<file path="config.mk">
export PLATFORM = sky130hd
export DESIGN_NAME = ff_bank_multimode
export DESIGN_NICKNAME = d
export VERILOG_FILES = /design/src/rtl/ff_bank_multimode.sv
export SDC_FILE = /design/constraint.sdc
export NUM_CORES = 1
export LEC_CHECK = 0
export ABC_AREA = 1
export BUFFER_PORTS_ARGS = -buffer_cell sky130_fd_sc_hd__buf_4
export CAP_MARGIN = 0
export CORE_MARGIN = 3
export CORE_UTILIZATION = 56
export DETAILED_ROUTE_END_ITERATION = 10
export GPL_TIMING_DRIVEN = 0
export PLACE_DENSITY = 0.92
export SLEW_MARGIN = 20
export SYNTH_ARGS = -nofsm -noshare
export SYNTH_HDL_FRONTEND = slang
export SYNTH_SLANG_ARGS = --single-unit
export TNS_END_PERCENT = 30
</file>
<file path="constraint.sdc">
create_clock -name clk -period 8.2 [get_ports clk]
set_clock_uncertainty 0.2 [all_clocks]
set_input_delay 1.64 -clock clk [delete_from_list [all_inputs] [get_ports clk]]
set_output_delay 1.64 -clock clk [all_outputs]
set_load 0.005 [all_outputs]
</file>
<file path="src/rtl/ff_bank_multimode.sv">
// Bank of WIDTH independent flip-flops with a shared D/T/JK/SR mode select,
// registered per-bit change/SR-conflict flags and a saturating activity counter.
module ff_bank_multimode #(
    parameter int unsigned     WIDTH   = 8,
    parameter logic [WIDTH-1:0] RST_VAL = '0,
    parameter int unsigned     CNT_W   = 8
) (
    input  logic             clk,
    input  logic             rst,
    input  logic             en,
    input  logic [1:0]       mode,
    input  logic [WIDTH-1:0] a_in,
    input  logic [WIDTH-1:0] b_in,
    input  logic             clr_cnt,
    output logic [WIDTH-1:0] q,
    output logic [WIDTH-1:0] qn,
    output logic [WIDTH-1:0] chg,
    output logic [WIDTH-1:0] sr_err,
    output logic [CNT_W-1:0] chg_cnt,
    output logic             cnt_sat
);

    typedef enum logic [1:0] {
        MODE_D  = 2'b00,
        MODE_T  = 2'b01,
        MODE_JK = 2'b10,
        MODE_SR = 2'b11
    } ff_mode_e;

    localparam logic [CNT_W-1:0] CNT_MAX = '1;

    ff_mode_e         mode_sel;
    logic [WIDTH-1:0] nq;
    logic [WIDTH-1:0] sr_hit;
    logic [WIDTH-1:0] diff;
    logic             any_chg;
    logic [CNT_W-1:0] cnt_next;

    assign mode_sel = ff_mode_e'(mode);

    // Per-bit next state for the selected flop type; SR 11 holds and flags a conflict.
    always_comb begin
        nq     = q;
        sr_hit = '0;
        for (int i = 0; i < int'(WIDTH); i++) begin
            unique case (mode_sel)
                MODE_D:  nq[i] = a_in[i];
                MODE_T:  nq[i] = q[i] ^ a_in[i];
                MODE_JK: begin
                    unique case ({a_in[i], b_in[i]})
                        2'b10:   nq[i] = 1'b1;
                        2'b01:   nq[i] = 1'b0;
                        2'b11:   nq[i] = ~q[i];
                        default: nq[i] = q[i];
                    endcase
                end
                MODE_SR: begin
                    unique case ({a_in[i], b_in[i]})
                        2'b10:   nq[i] = 1'b1;
                        2'b01:   nq[i] = 1'b0;
                        2'b11:   sr_hit[i] = 1'b1;
                        default: nq[i] = q[i];
                    endcase
                end
                default: nq[i] = q[i];
            endcase
        end
    end

    // Change detection gated by enable; reset suppresses counting.
    always_comb begin
        diff    = en ? (nq ^ q) : '0;
        any_chg = (|diff) & ~rst;
    end

    // Saturating counter next value; clear still admits a same-cycle change.
    always_comb begin
        cnt_next = chg_cnt;
        if (clr_cnt) begin
            cnt_next = CNT_W'(any_chg);
        end else if (chg_cnt != CNT_MAX) begin
            cnt_next = chg_cnt + CNT_W'(any_chg);
        end
    end

    // State, flag and counter registers; reset dominates.
    always_ff @(posedge clk) begin
        if (rst) begin
            q       <= RST_VAL;
            chg     <= '0;
            sr_err  <= '0;
            chg_cnt <= '0;
            cnt_sat <= 1'b0;
        end else begin
            q       <= en ? nq : q;
            chg     <= diff;
            sr_err  <= en ? sr_hit : '0;
            chg_cnt <= cnt_next;
            cnt_sat <= (cnt_next == CNT_MAX);
        end
    end

    // Complement output tracks q directly.
    assign qn = ~q;

endmodule
</file>
After elaboration in Yosys (flattened, before gate mapping)
Index checks and enable logic that the tools add are counted.
- register bits after elaboration: 33
- input bits: 22
- output and inout bits: 41
- logic and storage cells: 95
- $add $sub $neg: 1
- equality and inequality tests: 29
- muxes and demuxes: 35
- bitwise gates (word level): 22
- reduce and logical (&&, ||, !) cells: 3
- operator list (operator ; number):
    == test 2 bit (second input constant) ; 18
    one-hot mux 1 bit (4 select lines) ; 8
    two-way mux 8 bit ; 3
    one-hot mux 1 bit (3 select lines) ; 8
    == test 2 x 1 -> 1 bit (second input constant) ; 9
    one-hot mux 1 bit (2 select lines) ; 8
    inverter 1 bit ; 11
    adder 8 x 1 -> 8 bit ; 1
    == test 8 bit (second input constant) ; 1
    two-way mux 1 bit ; 8
    != test 8 bit (second input constant) ; 1
    inverter 8 bit ; 1
    OR reduction 8 bit ; 1
    bitwise XOR 1 bit ; 8
    bitwise XOR 8 bit ; 1
    OR reduction 3 bit ; 1
    zero test 2 bit ; 1
    AND 1 bit ; 1

Logic depth before layout (Yosys ltp)
Gate-level depths: netlist of run 1.
- depth in word-level cells: 11
- depth in mapped cells: 21
- depth with buffers taken out: 21

Worst setup path before layout of run 1
Ideal clock, no wire load.
- path kind: in2reg
- from: input port b_in[3]
- to: register cnt_sat
- library setup time: 0.123 ns
- data arrival time: 3.616 ns
- data required time: 7.877 ns
- path slack: 4.261 ns
- stages: 19
- path buffers: 0
- path through: inv_1 -> ha_1 -> inv_1 -> nand2_1 -> nand3_1 -> nand2_1 -> inv_1 -> nand2_1 -> nand2_1 -> nand2_1 -> nor2_1 -> a21boi_0 -> ha_1 -> ha_1 -> or2_2 -> a21oi_1 -> nor3_1 -> nand4_1 -> a21oi_1
- longest elaborated chain between the ends: 11
- elaborated cells on any way between the ends: 14
- classes of those cells: add/sub (1); eq/ne (4); mux (6); bitwise (2); reduce/logical (1)
- ends and longest elaborated chain (item ; RTL line ; text):
    start, declared ; 13 ; input logic [WIDTH-1:0] b_in,
    == test 2 bit (tied with other cells) ; 50 ; unique case ({a_in[i], b_in[i]})
    one-hot mux 1 bit (3 select lines) or one-hot mux 1 bit (2 select lines) (tied branches) ; 50, 58 ;
    one-hot mux 1 bit (4 select lines) * ; 46 ; unique case (mode_sel)
    bitwise XOR 8 bit * ; 72 ; diff = en ? (nq ^ q) : '0;
    two-way mux 8 bit * ; 72 ;
    OR reduction 8 bit * ; 73 ; any_chg = (|diff) & ~rst;
    AND 1 bit * ; 73 ;
    adder 8 x 1 -> 8 bit ; 82 ; cnt_next = chg_cnt + CNT_W'(any_chg);
    two-way mux 8 bit ; 81 ; end else if (chg_cnt != CNT_MAX) begin
    two-way mux 8 bit * ; 79 ; if (clr_cnt) begin
    == test 8 bit * ; 99 ; cnt_sat <= (cnt_next == CNT_MAX);
    end signal, assigned ; 99 ;
    end, declared ; 20 ; output logic cnt_sat
Every way passes the cells marked *; elsewhere a longest branch is shown, timed or not.
A chain may end at the register's enable or synchronous reset.

Worst setup path in the final report of run 1
- from: input port a_in[4]
- to: register cnt_sat
- longest elaborated chain between the ends: 11
- elaborated cells on any way between the ends: 15
- classes of those cells: add/sub (1); eq/ne (4); mux (6); bitwise (3); reduce/logical (1)
- ends and longest elaborated chain (item ; RTL line ; text):
    start, declared ; 12 ; input logic [WIDTH-1:0] a_in,
    == test 2 bit (tied with other cells) ; 50 ;
    one-hot mux 1 bit (3 select lines) or one-hot mux 1 bit (2 select lines) (tied branches) ; 50, 58 ;
    one-hot mux 1 bit (4 select lines) * ; 46 ;
    bitwise XOR 8 bit * ; 72 ;
    two-way mux 8 bit * ; 72 ;
    OR reduction 8 bit * ; 73 ;
    AND 1 bit * ; 73 ;
    adder 8 x 1 -> 8 bit ; 82 ;
    two-way mux 8 bit ; 81 ;
    two-way mux 8 bit * ; 79 ;
    == test 8 bit * ; 99 ;
Marked as above.

==> results of run 1 <==
## how the worst max path moves through the flow
| stage | to | from | depth (start not counted) |
|---|---|---|---|
| 3_5_place_dp | cnt_sat | a_in[4] | 19 |
| 4_1_cts | cnt_sat | a_in[4] | 19 |
| 2_1_floorplan | cnt_sat | b_in[3] | 19 |
| 3_3_place_gp | cnt_sat | a_in[4] | 19 |
| 5_1_grt | cnt_sat | a_in[4] | 19 |
| 6_report | cnt_sat | a_in[4] | 19 |
## power by group
part	total, W	leakage, nW	internal (W)	switching (W)
logic	0.0000914	1.22	0.0000394	0.0000519
registers	0.000172	0.269	0.000167	0.00000523
clock network	0.000118	0.0450	0.0000587	0.0000592
total	0.000381	1.54	0.000265	0.000116
## registers in the layout, indices dropped and copies added, names as in the netlist
register and flops:
chg 8, chg_cnt 8, q 8, sr_err 8
cnt_sat 1
## per-layer routing
metal / vias to the layer above / GRT usage / wire length, um
li1: 1147 / - / -
met1: 1003 / 0.305 / 2190
met2: 82 / 0.421 / 2470
met5: - / 0 / 0
met4: 0 / 0.0759 / 87
met3: 13 / 0.0632 / 408
## area by class of cell
type                    count  area, um^2
multi-input cells         220        1130
plain buffers               6        35.0
clock buffers               6        72.6
fillers                   280         771
flip-flops and latches     33         661
well taps                  46        57.6
repair buffers             60         450
clock inverters             2        10.0
inverters                  73         279
## per-stage QoR
step / power (W) / util / setup slack (ps)
after global routing: 0.000403 / 0.778 / 3720
final: 0.000381 / 0.778 / 4060
after CTS: 0.000383 / 0.778 / 4100
after floorplan: 0.000229 / - / 4260
after detailed placement: 0.000267 / 0.754 / 3810
after global placement: 0.000263 / 0.754 / 3910
## worst reg2reg max path, stage by stage, from the launching register on
cell and delay, ps:
dfxtp_1 390, inv_1 120, nand2_1 80, nand3_1 80
nand2_1 140, inv_1 70, nand2_1 50, nand2_1 70
nand2_1 70, nor2_1 50, a21boi_0 170, ha_1 210
nand3_1 110, nor2_1 190, nand4_1 130, or2_2 290
nand3_1 90, nand4_1 90, a21oi_1 160
## layout by cell type, fill, tap and decap left out, types with 2 or more instances in the layout
cell type	count
buf_4	61
or2_2	2
dfxtp_1	33
inv_4	2
clkbuf_1	4
inv_1	69
nor2_1	22
nand4_1	3
nand2_1	98
clkbuf_8	5
nand3_1	21
clkinv_2	2
ha_1	18
nor3_1	14
a21oi_1	16
o21ai_1	12
o21ai_0	4
## kinds of logic (layout without fill, tap and decap cells)
| logic type | count (synthesis) | in the layout | synth area share |
|---|---|---|---|
| XOR/XNOR | 2 | 2 | 0.00832 |
| buffers and inverters | 79 | 147 | 0.149 |
| adder cells (fa/ha/maj) | 18 | 18 | 0.107 |
| flip-flops | 33 | 33 | 0.314 |
| AO/OA/AOI/OAI | 35 | 35 | 0.0885 |
| AND/OR/NAND/NOR | 165 | 165 | 0.334 |
==> impl_metrics.ini, run 1 <==
[outcome]
status = completed

[detailed_routing]
drt_pass1_iterations = 4
routed_wl_um = 5160
drt-initial-drc-count = 227
detail-route-antenna-nets = 0
viasPerCell = 5.03
wl_per_cell_um = 11.6
vias = 2245
drc_errors = 0

[cts]
cts_buffer_depth = 2
ctsHoldBuffers = 0
ctsResizeCount = 0
postCtsSetupRepairBufs = 0
clock_latency_ps = 290
numCtsBuffers = 5
clkTransAtPathRegs_ps = 70
cts_sinks = 33
cts-root-buf = clkbuf_8
cts_tree = built
htreeDepth = 2

[floorplan]
placementRows = 21
start_util = 0.608
dieArea_um2 = 4530
core_area_um2 = 3470
die_h_um = 67.3
die_x_um = 67.3
io_pins = 63

[power_and_ir_drop]
p_leak_nw = 1.54
irDropWorstVdd_mv = 0.0891
p_per_area_nw_per_um2 = 141

[worst_setup_path]
startpoint_type = input port
required_ps = 8210
critPathTopFamily = simple AND/OR/NAND/NOR gates
worstReg2RegEnd = cnt_sat
r2r_start = q[3]
critPathKind = in2reg
ff2ff_setup_slack_ps = 5360
end_kind = register
cpPeakStageDelay_ps = 300
crit_chain = buf_4, ha_1, inv_1, nand2_1, nand3_1, nand2_1, o21ai_1, nand2_1, nand2_1, nor2_1, a21boi_0, ha_1, nand3_1, nor2_1, nand4_1, or2_2, nand3_1, nand4_1, a21oi_1
crit_slowest_cell = ha_1
crit_arrival_ps = 4150
reg2reg_depth = 18
crit_fanout = 3
path_common_cell = nand2_1
path_buf_inv = 2

[logic_synthesis]
synth_cell_types = 29
yosysSeqAreaShare = 0.314
synth_nets = 372
yosysTopAreaCell = dfxtp_1
ys.flop_type = dfxtp_1
synth.most_common_cell = nand2_1
synth_cells = 332
synthTopCellsByCount = nand2_1 (98), inv_1 (69), dfxtp_1 (33), nor2_1 (22), nand3_1 (21)
avgSynthCellArea_um2 = 6.35
synth_edf_count = 0
async_flop_share = 0
synth_seq_cells = 33
yosysWarnings = 0
syn_area_um2 = 2110
synth.area.top_cells = dfxtp_1 (31%), nand2_1 (17%), inv_1 (12%)
synth_top_area_share = 0.314

[min_path]
min-delay-path-class = reg2reg
min_to = q[4]
min_from = q[4]
min_path_cells = 4

[timing]
finalCritPeriodShare = 0.505
setup-tns-final_ps = 0
worst_pin_slew_ps = 556
layout_min_cycle_time_ps = 4140
setup_viol = 0
rsz0062_at_grt = no
max_slew_margin = 0.629
hold_violations = 0
drv_slew = 0
hold_ws_ps = 403
fmax_ghz = 0.242

[placed_design]
dp_hpwl_um = 4010
dp.cells = 438
io_buffers = 60
dpl_cell_area_um2 = 2620
gp_congestion = 0.978

[global_route]
grt_pass1_vias = 2013
grt_overflow = 0
grt_max_degree = 11
grt.total_usage = 0.247
antenna_found_initial = 0
grt_first_pass_wirelength_um = 8500

[final_layout]
stdcell_area_um2 = 2700
drive_gt1_frac = 0.200
antenna_cells = 0
final_cell_count_no_fill = 446
fin_nets = 439
area_growth_pct = 28.0

[run]
drv_cap = 0
Note: power is estimated with default switching activity, not from simulation.
==> inputs of run 2 (changes only) <==
- ABC_AREA: 1 -> 0
- CORE_UTILIZATION: 56 -> 46
- PLACE_DENSITY: 0.92 -> 0.82
- clock period: 8.2 -> 3.33 ns (I/O delays scaled with it)
==> impl_metrics.ini, run 2 <==
[final_layout]
nFillCells = 280
drive_gt1_frac = 0.478
stdcell_area_um2 = 2960
layout_commonest_cell = buf_4
fin_nets = 328
antenna_cells = 0
utilization = 0.730
multiInputGateArea_um2 = 1340
regArea_um2 = 661
area_growth_pct = 50.9
final_cell_mix = buf_4 (69), dfxtp_1 (33), inv_1 (21), o221ai_1 (14)

[timing]
worst_slack_ps = -117
fmax_ghz = 0.290
drv_slew = 0
setup_viol = 1
worst_pin_slew_ps = 610
rsz0062_at_grt = yes
max_slew_margin = 0.592
finalCritPeriodShare = 1.04
hold_ws_ps = 392
hold_violations = 0
layout_min_cycle_time_ps = 3450

[power_and_ir_drop]
swShare = 0.299
p_leak_nw = 1.32
switchingPower_w = 0.000298
p_int_w = 0.000701
p_per_area_nw_per_um2 = 337
p_clk_frac = 0.305
comb_power_share = 0.269
irDropWorstVdd_mv = 0.200
p_seq_frac = 0.426
finalPower_w = 0.000999

[min_path]
min-delay-path-class = in2reg

[cts]
cts-root-buf = clkbuf_8
clock_latency_ps = 300
clkTransAtPathRegs_ps = 70
cts_buffer_depth = 2
htreeDepth = 2
numCtsBuffers = 5
cts_sinks = 33
cts_tree = built

[floorplan]
dieArea_um2 = 5090
io_pins = 63
die_x_um = 71.3
placementRows = 23
die_h_um = 71.3
core_area_um2 = 4060
start_util = 0.484

[logic_synthesis]
synth-xor-area-share = 0.0268
async_flop_share = 0
synthTopCellsByCount = dfxtp_1 (33), inv_1 (25), ha_1 (18), mux2i_1 (16), o221ai_1 (16)
synth_nets = 246
yosys.area_share.adder = 0.161
yosysSeqAreaShare = 0.337
synth_edf_count = 0
synthSimpleGateAreaFrac = 0.138
synth_compound_area_frac = 0.176
yosysTopAreaCell = dfxtp_1
ys.flop_type = dfxtp_1
yosysWarnings = 0
synth.most_common_cell = dfxtp_1
synth_top_family_by_area = compound AO/OA/AOI/OAI gates
synth_cell_types = 36
synth_cells = 206
synth.area.top_cells = dfxtp_1 (34%), ha_1 (11%), mux2i_1 (8.2%)
syn_area_um2 = 1960
synth_top_area_share = 0.337
avgSynthCellArea_um2 = 9.53
synth_seq_cells = 33
synth.mux.area_fraction = 0.0816

[global_route]
antenna_found_initial = 0
grt_overflow = 0
grt_first_pass_wirelength_um = 8560
grt.total_usage = 0.209
grt_max_degree = 17
grt_pass1_vias = 1858

[detailed_routing]
drt-initial-drc-count = 141
wl_per_cell_um = 16.4
routed_wl_um = 5560
drc_errors = 0
detail-route-antenna-nets = 0
drt_pass1_iterations = 4
vias = 1909
viasPerCell = 5.63

[outcome]
violations = negative setup slack
status = finished with violations

[worst_setup_path]
worstReg2RegEnd = cnt_sat
crit_chain = buf_6, buf_8, maj3_2, o22ai_2, mux2i_2, nor4_2, a21boi_1, ha_2, ha_4, nand2_2, xor2_2, or4_4, o21ai_2, and2_1
path_buf_inv = 2
cpPeakStageDelay_ps = 540
crit_slowest_cell = or4_4
reg2reg_depth = 12
crit_arrival_ps = 3490
required_ps = 3370
startpoint_type = input port
crit_fanout = 5
cp.depth = 14
worstSetupEndpoint = cnt_sat
ff2ff_setup_slack_ps = 20
r2r_start = q[7]
end_kind = register
critPathTopFamily = simple AND/OR/NAND/NOR gates
critPathLaunch = mode[1]
critPathKind = in2reg

[placed_design]
place_ws_ps = -456
gp_congestion = 0.810
dp_hpwl_um = 3480
io_buffers = 60
dpl_cell_area_um2 = 2500

[run]
drv_cap = 0
[run 2: changes by cell type in the layout (fill, tap and decap cells not counted), moves of 9 or more]
cell / previous run / this run
and3_1: 0 / 9
o221ai_1: 0 / 14
o21ai_1: 12 / 0
and2_1: 0 / 10
nor2_1: 22 / 8
nand3_1: 21 / 4
nand2_1: 98 / 0
inv_1: 69 / 21
nor3_1: 14 / 1
a21oi_1: 16 / 6
[run 2: cell families after synthesis]
logic type               Yosys count
AO/OA/AOI/OAI                     42
buffers and inverters             36
XOR/XNOR                           6
AND/OR/NAND/NOR                   47
multiplexers                      16
flip-flops                        33
adder cells (fa/ha/maj)           26
[run 2: worst reg2reg max path: stages, from the launching register on]
cell and delay [ps]:
dfxtp_1 420, maj3_2 370, o22ai_4 230, mux2i_4 310, nor4_2 60, a21boi_1 210, ha_2 270, ha_4 170
nand2_2 60, xor2_2 150, or4_4 540, o21ai_2 140, and2_1 130
[run 2: cell type report]
class                           instances  share of cell area
Inverter                               25              0.0325
Clock buffer                            5              0.0232
Tap cell                               50              0.0211
Buffer                                 10              0.0245
Timing Repair Buffer                   76               0.216
Sequential cell                        33               0.223
Multi-Input combinational cell        137               0.454
Clock inverter                          3             0.00591
[run 2: repair_timing]
item	CTS	global route
setup endpoints to repair	1	1
gates cloned	0	2
pin swaps	15	10
buffers inserted	8	6
hold buffers	0	0
gates resized for setup	32	12
[run 2: power groups by stage]
stage          clock network (W)  logic [W]  registers (W)
2_1_floorplan                  0   0.000115       0.000431
3_3_place_gp                   0   0.000194       0.000431
3_5_place_dp                   0   0.000199       0.000432
4_1_cts                 0.000305   0.000238       0.000424
5_1_grt                 0.000327   0.000287       0.000428
6_report                0.000304   0.000269       0.000426
[run 2: how the worst min path moves through the flow]
stage,startpoint,end,slack (ps),cells after the start
floorplan,chg_cnt[0],chg_cnt[7],370,2
global placement,chg_cnt[7],chg_cnt[7],380,2
detailed placement,chg_cnt[0],chg_cnt[7],400,2
CTS,clr_cnt,chg_cnt[0],390,2
global route,clr_cnt,chg_cnt[0],390,2
finish,clr_cnt,chg_cnt[0],390,2
[run 2: routing by layer]
layer  share of wire  up-vias  global-route usage
met5               0        -                   0
met4           0.013        0              0.0731
met3           0.090       11              0.0533
met2            0.50       86               0.353
met1            0.40      901               0.259
li1                -      911                   -
[run 2: through the flow]
| stage | TNS (ps) | cells |
|---|---|---|
| final | -117 | 339 |
| after global routing | -178 | 339 |
| after CTS | -6.98 | 331 |
| after detailed placement | -456 | 316 |
| after global placement | -391 | 316 |
| after floorplan | 0 | 206 |
